[config.mk]
export PLATFORM = sky130hd
export DESIGN_NAME = regfile_wb_arbiter
export DESIGN_NICKNAME = d
export VERILOG_FILES = /design/src/rtl/regfile_wb_arbiter.sv
export SDC_FILE = /design/constraint.sdc
export NUM_CORES = 1
export LEC_CHECK = 0
export ABC_CLOCK_PERIOD_IN_PS = 2300
export CORE_MARGIN = 8
export CORE_UTILIZATION = 43
export DETAILED_ROUTE_END_ITERATION = 8
export PLACE_DENSITY_LB_ADDON = 0.08
export SLEW_MARGIN = 20
export SYNTH_ARGS = -nofsm -noshare
export SYNTH_HDL_FRONTEND = slang
export SYNTH_HIERARCHICAL = 1
export SYNTH_SLANG_ARGS = --single-unit
[constraint.sdc]
create_clock -name clk -period 2.3 [get_ports clk]
set_input_delay 0.46 -clock clk [delete_from_list [all_inputs] [get_ports clk]]
set_output_delay 0.46 -clock clk [all_outputs]
set_load 0.02 [all_outputs]
[src/rtl/regfile_wb_arbiter.sv]
// Write-back arbiter for the register file: one holding slot per producer (ALU, load),
// round-robin grant of the single write port, and a pending-write scoreboard for decode.

module regfile_wb_slot #(
  parameter int AW = 5,
  parameter int DW = 32
) (
  input  logic          clk,
  input  logic          rst_i,
  input  logic          req_valid_i,
  input  logic [AW-1:0] req_reg_i,
  input  logic [DW-1:0] req_data_i,
  input  logic          gnt_i,
  output logic          hv_o,
  output logic [AW-1:0] hreg_o,
  output logic [DW-1:0] hdata_o
);
  logic          hv_q, hv_d;
  logic [AW-1:0] hreg_q, hreg_d;
  logic [DW-1:0] hdata_q, hdata_d;

  always_comb begin
    hv_d    = hv_q;
    hreg_d  = hreg_q;
    hdata_d = hdata_q;
    // A full slot only drains; accepts are possible only when empty (ready = !hv).
    if (gnt_i) begin
      hv_d = 1'b0;
    end else if (req_valid_i && !hv_q) begin
      hv_d    = (req_reg_i != '0);
      hreg_d  = req_reg_i;
      hdata_d = req_data_i;
    end
  end

  always_ff @(posedge clk) begin
    if (rst_i) begin
      hv_q    <= 1'b0;
      hreg_q  <= '0;
      hdata_q <= '0;
    end else begin
      hv_q    <= hv_d;
      hreg_q  <= hreg_d;
      hdata_q <= hdata_d;
    end
  end

  assign hv_o    = hv_q;
  assign hreg_o  = hreg_q;
  assign hdata_o = hdata_q;
endmodule

module regfile_wb_arbiter #(
  parameter int NREG = 32,
  parameter int AW   = 5,
  parameter int DW   = 32
) (
  input  logic          clk,
  input  logic          startin,
  input  logic          alu_valid,
  input  logic [AW-1:0] alu_reg,
  input  logic [DW-1:0] alu_data,
  output logic          alu_ready,
  input  logic          mem_valid,
  input  logic [AW-1:0] mem_reg,
  input  logic [DW-1:0] mem_data,
  output logic          mem_ready,
  input  logic          rsv_valid,
  input  logic [AW-1:0] rsv_reg,
  input  logic [AW-1:0] rs1,
  input  logic [AW-1:0] rs2,
  output logic          busy1,
  output logic          busy2,
  output logic          wr_en,
  output logic [AW-1:0] wr_reg,
  output logic [DW-1:0] wr_data,
  output logic          wr_src
);
  localparam int NSRC = 2;  // index 0 = ALU, 1 = load

  logic [NSRC-1:0]         req_valid, hv, gnt;
  logic [NSRC-1:0][AW-1:0] req_reg, hreg;
  logic [NSRC-1:0][DW-1:0] req_data, hdata;
  logic                    last_q, last_d;
  logic [NREG-1:0]         pend_q, pend_d;

  assign req_valid = {mem_valid, alu_valid};
  assign req_reg   = {mem_reg, alu_reg};
  assign req_data  = {mem_data, alu_data};

  for (genvar s = 0; s < NSRC; s++) begin : g_slot
    regfile_wb_slot #(.AW(AW), .DW(DW)) u_slot (
      .clk        (clk),
      .rst_i      (startin),
      .req_valid_i(req_valid[s]),
      .req_reg_i  (req_reg[s]),
      .req_data_i (req_data[s]),
      .gnt_i      (gnt[s]),
      .hv_o       (hv[s]),
      .hreg_o     (hreg[s]),
      .hdata_o    (hdata[s])
    );
  end

  // ALU wins unless load also holds and ALU was granted last; startin suppresses writes.
  always_comb begin
    gnt = '0;
    if (!startin) begin
      if (hv[0] && (!hv[1] || last_q)) gnt[0] = 1'b1;
      else if (hv[1])                  gnt[1] = 1'b1;
    end
  end

  assign wr_en   = |gnt;
  assign wr_src  = gnt[1];
  assign wr_reg  = gnt[1] ? hreg[1]  : (gnt[0] ? hreg[0]  : '0);
  assign wr_data = gnt[1] ? hdata[1] : (gnt[0] ? hdata[0] : '0);
  assign last_d  = wr_en ? gnt[1] : last_q;

  always_comb begin
    pend_d = pend_q;
    if (wr_en) pend_d[wr_reg] = 1'b0;
    // Set after clear: a freshly issued writer outranks the retiring one.
    if (rsv_valid && rsv_reg != '0) pend_d[rsv_reg] = 1'b1;
    pend_d[0] = 1'b0;
  end

  always_ff @(posedge clk) begin
    if (startin) begin
      last_q <= 1'b1;
      pend_q <= '0;
    end else begin
      last_q <= last_d;
      pend_q <= pend_d;
    end
  end

  assign alu_ready = !hv[0];
  assign mem_ready = !hv[1];
  assign busy1     = pend_q[rs1];
  assign busy2     = pend_q[rs2];
endmodule

==> reports/metrics.csv <==
stage,metric,value,unit
run_status,outcome,"finished, violations left",
run_status,violations,setup timing,
floorplanning,die_w,136,µm
grt,antenna_found_initial,0,
synthesis,yosysSeqAreaShare,0.349,
synthesis,synthTopCellsByArea,"dfxtp_1 35%, nand2b_1 15%, mux2i_1 14%",
clocking,cts_tree,yes,
grt,overflow,0,
clocking,clock-sinks,108,
clocking,h-tree-depth,3,
floorplanning,die_h,136,µm
power,ir_drop,0.372,mV
sta,fin_worst_skew,9.66,ps
route,wl_per_cell,18.3,µm
sta,finalCritPeriodShare,1.01,
route,vias_per_cell,5.43,
synthesis,ys_warn_count,6,
sta,min_period,2330,ps
placed_design,dp_hpwl,13800,µm
critical_path,worstPathCellList,mux4_2 > a22oi_2 > o211ai_1 > mux2_4 > buf_6,
synthesis,synth_area,0.00619,mm²
layout,diodes,0,
sta,setup_viol,1,
critical_path,crit_path_top_delay_cell,mux4_2,
synthesis,synth_top_area_frac,0.349,
clocking,ctsHoldBuffers,0,
route,num_vias,5445,
placed_design,io_buffers,136,
clocking,clk_pin_slew,80,ps
synthesis,synth_cell_type_count,51,
placed_design,place_inst,986,
critical_path,cp.required,1840,ps
power,power_per_cell_area,539,mW/mm²
grt,grt_max_degree,64,
layout,syn2layout_area_growth,34.1,%
synthesis,synth_seq_cells,108,
synthesis,synthArstFlopShare,0,
route,drt-pass1-iter-count,5,
layout,final_nets,908,
route,first_iter_violations,472,
grt,grt_pass1_vias,5471,
synthesis,syn_nets,746,
critical_path,end_kind,primary output,
layout,post_route_cells_drive_above_1_share,0.192,
grt,track_usage,0.199,
power,total_power,4.47,mW
sta,max_freq,428,MHz
synthesis,synth_edf_count,0,
flow_run,timing.max_cap.violations,0,
sta,slew_headroom,0.620,
power,p_leak,3.23,nW
clocking,cts_buffers,9,
floorplanning,design.die.area,0.0185,mm²
critical_path,arrival,1870,ps
worst_hold_path,hp-class,reg -> reg,
critical_path,path_class,reg -> out,
synthesis,synth_top_area_cell,dfxtp_1,
synthesis,synth_common_cells,"153 x nand2b_1, 108 x dfxtp_1, 84 x mux2i_1",
route,final_antenna_net_count,0,
clocking,cts_root_buf,clkbuf_16,
layout,final-instance-count-excl-fill,1003,
synthesis,avgSynthCellArea,9.49,µm²
route,drcViolationCount,0,
synthesis,synthCells,652,
sta,hold_viol,0,
synthesis,synth-main-ff-cell,dfxtp_1,
clocking,clk_latency,360,ps
clocking,ctsLongestPathBuffers,2,
synthesis,yosysMostFrequentCell,nand2b_1,
floorplanning,io_pins,137,
floorplanning,start_util,0.432,
grt,grt_pass1_wl,29000,µm
critical_path,slowest_delay,490,ps
critical_path,cp_max_fo,3,
placed_design,gp_congestion,0.952,
route,routed_wl,18300,µm
sta,tightestPinTransition,569,ps
critical_path,start_kind,register,
sta,drv_slew,0,
sta,grt_setup_unrepaired,yes,
floorplanning,design.core.area,0.0143,mm²
sta,final.setup.worst_slack,-34.5,ps
layout,finish.utilization,0.580,
floorplanning,core.rowCount,44,
[worst max-delay path: cells and delay by family (launching register included)]
family	cells	cell delay [ps]
compound gates	2	270
flops	1	360
mux	2	760
buf+inv	1	130
[layer usage]
| metal | part of all wire | track usage |
|---|---|---|
| met1 | 0.43 | 0.242 |
| met2 | 0.48 | 0.327 |
| met3 | 0.063 | 0.0591 |
| met4 | 0.025 | 0.0702 |
| met5 | 0 | 0 |
[sequential cells by signal, summed over array words and instances (netlist names)]
register	flops
g_slot.u_slot/hdata_o	64
g_slot.u_slot/hreg_o	10
g_slot.u_slot/hv_o	2
last_q	1
pend_q	31
[logic make-up (layout without fill, tap and decap cells)]
family,Yosys count,count (layout),share of synthesized area
mux,97,97,0.181
compound gates,136,136,0.158
simple gates,260,260,0.255
flops,108,108,0.349
buf+inv,51,218,0.0560
[power breakdown]
part	switching [mW]	leakage, nW	internal, mW
Combinational	0.402	2.20	0.468
Sequential	0.0694	0.887	1.98
Clock	0.769	0.143	0.787
Total	1.24	3.23	3.23
[stage by stage]
step	setup TNS (ps)	setup WS, ps	hold slack [ps]	area [µm²]
6_report	-34.5	-34.5	476	8300
5_1_grt	-98.8	-98.8	493	8300
4_1_cts	-83.6	-83.6	478	8310
3_5_place_dp	-4430	-857	462	8000
3_3_place_gp	-4760	-826	456	8000
2_1_floorplan	0	22.2	444	6190
[final timing paths]
path                                                   start                      endpoint  slack (ps)  depth (start not counted)
worst max-delay path                              pend_q[25]                         busy2         -30                          5
worst min-delay path            g_slot[0].u_slot/hdata_o[16]  g_slot[0].u_slot/hdata_o[16]         480                          2
worst max register to register         g_slot[1].u_slot/hv_o  g_slot[0].u_slot/hdata_o[25]         300                          8
worst min register to register  g_slot[0].u_slot/hdata_o[16]  g_slot[0].u_slot/hdata_o[16]         480                          2
[area by class of cell]
cell class,instances,area [µm²]
timing repair buffer,196,1840
tap,184,230
inverter,6,27.5
clock buffer,10,239
clock inverter,6,52.6
fill,1294,6020
sequential,108,2170
multi-input combinational,493,3740
[timing repair]
action	4_1_cts	5_1_grt
buffers inserted	1	0
gates resized for setup	108	36
pin swaps	3	6
endpoints found under the setup margin	40	31
[layout by cell type, fill, tap and decap left out, types with 3 or more instances in the layout]
cell / n
nand4b_1: 5
clkdlybuf4s50_1: 88
buf_12: 6
or2_2: 3
clkdlybuf4s15_2: 10
a22o_1: 32
clkdlybuf4s15_1: 15
nand2_1: 7
buf_4: 53
nand2b_1: 153
clkbuf_2: 11
nand4_1: 5
mux4_2: 12
inv_1: 4
buf_6: 4
clkbuf_16: 9
nor2_1: 40
o21ai_0: 31
a32oi_4: 3
nor3_1: 16
nor4_1: 3
a21oi_1: 50
nor2b_1: 4
buf_2: 3
nand4bb_1: 3
mux2i_1: 84
nand3b_1: 3
a211oi_1: 3
a211oi_2: 3
dfxtp_1: 98
dfxtp_2: 10
dlygate4sd2_1: 4
No activity file was read; power rests on OpenSTA's default activity.
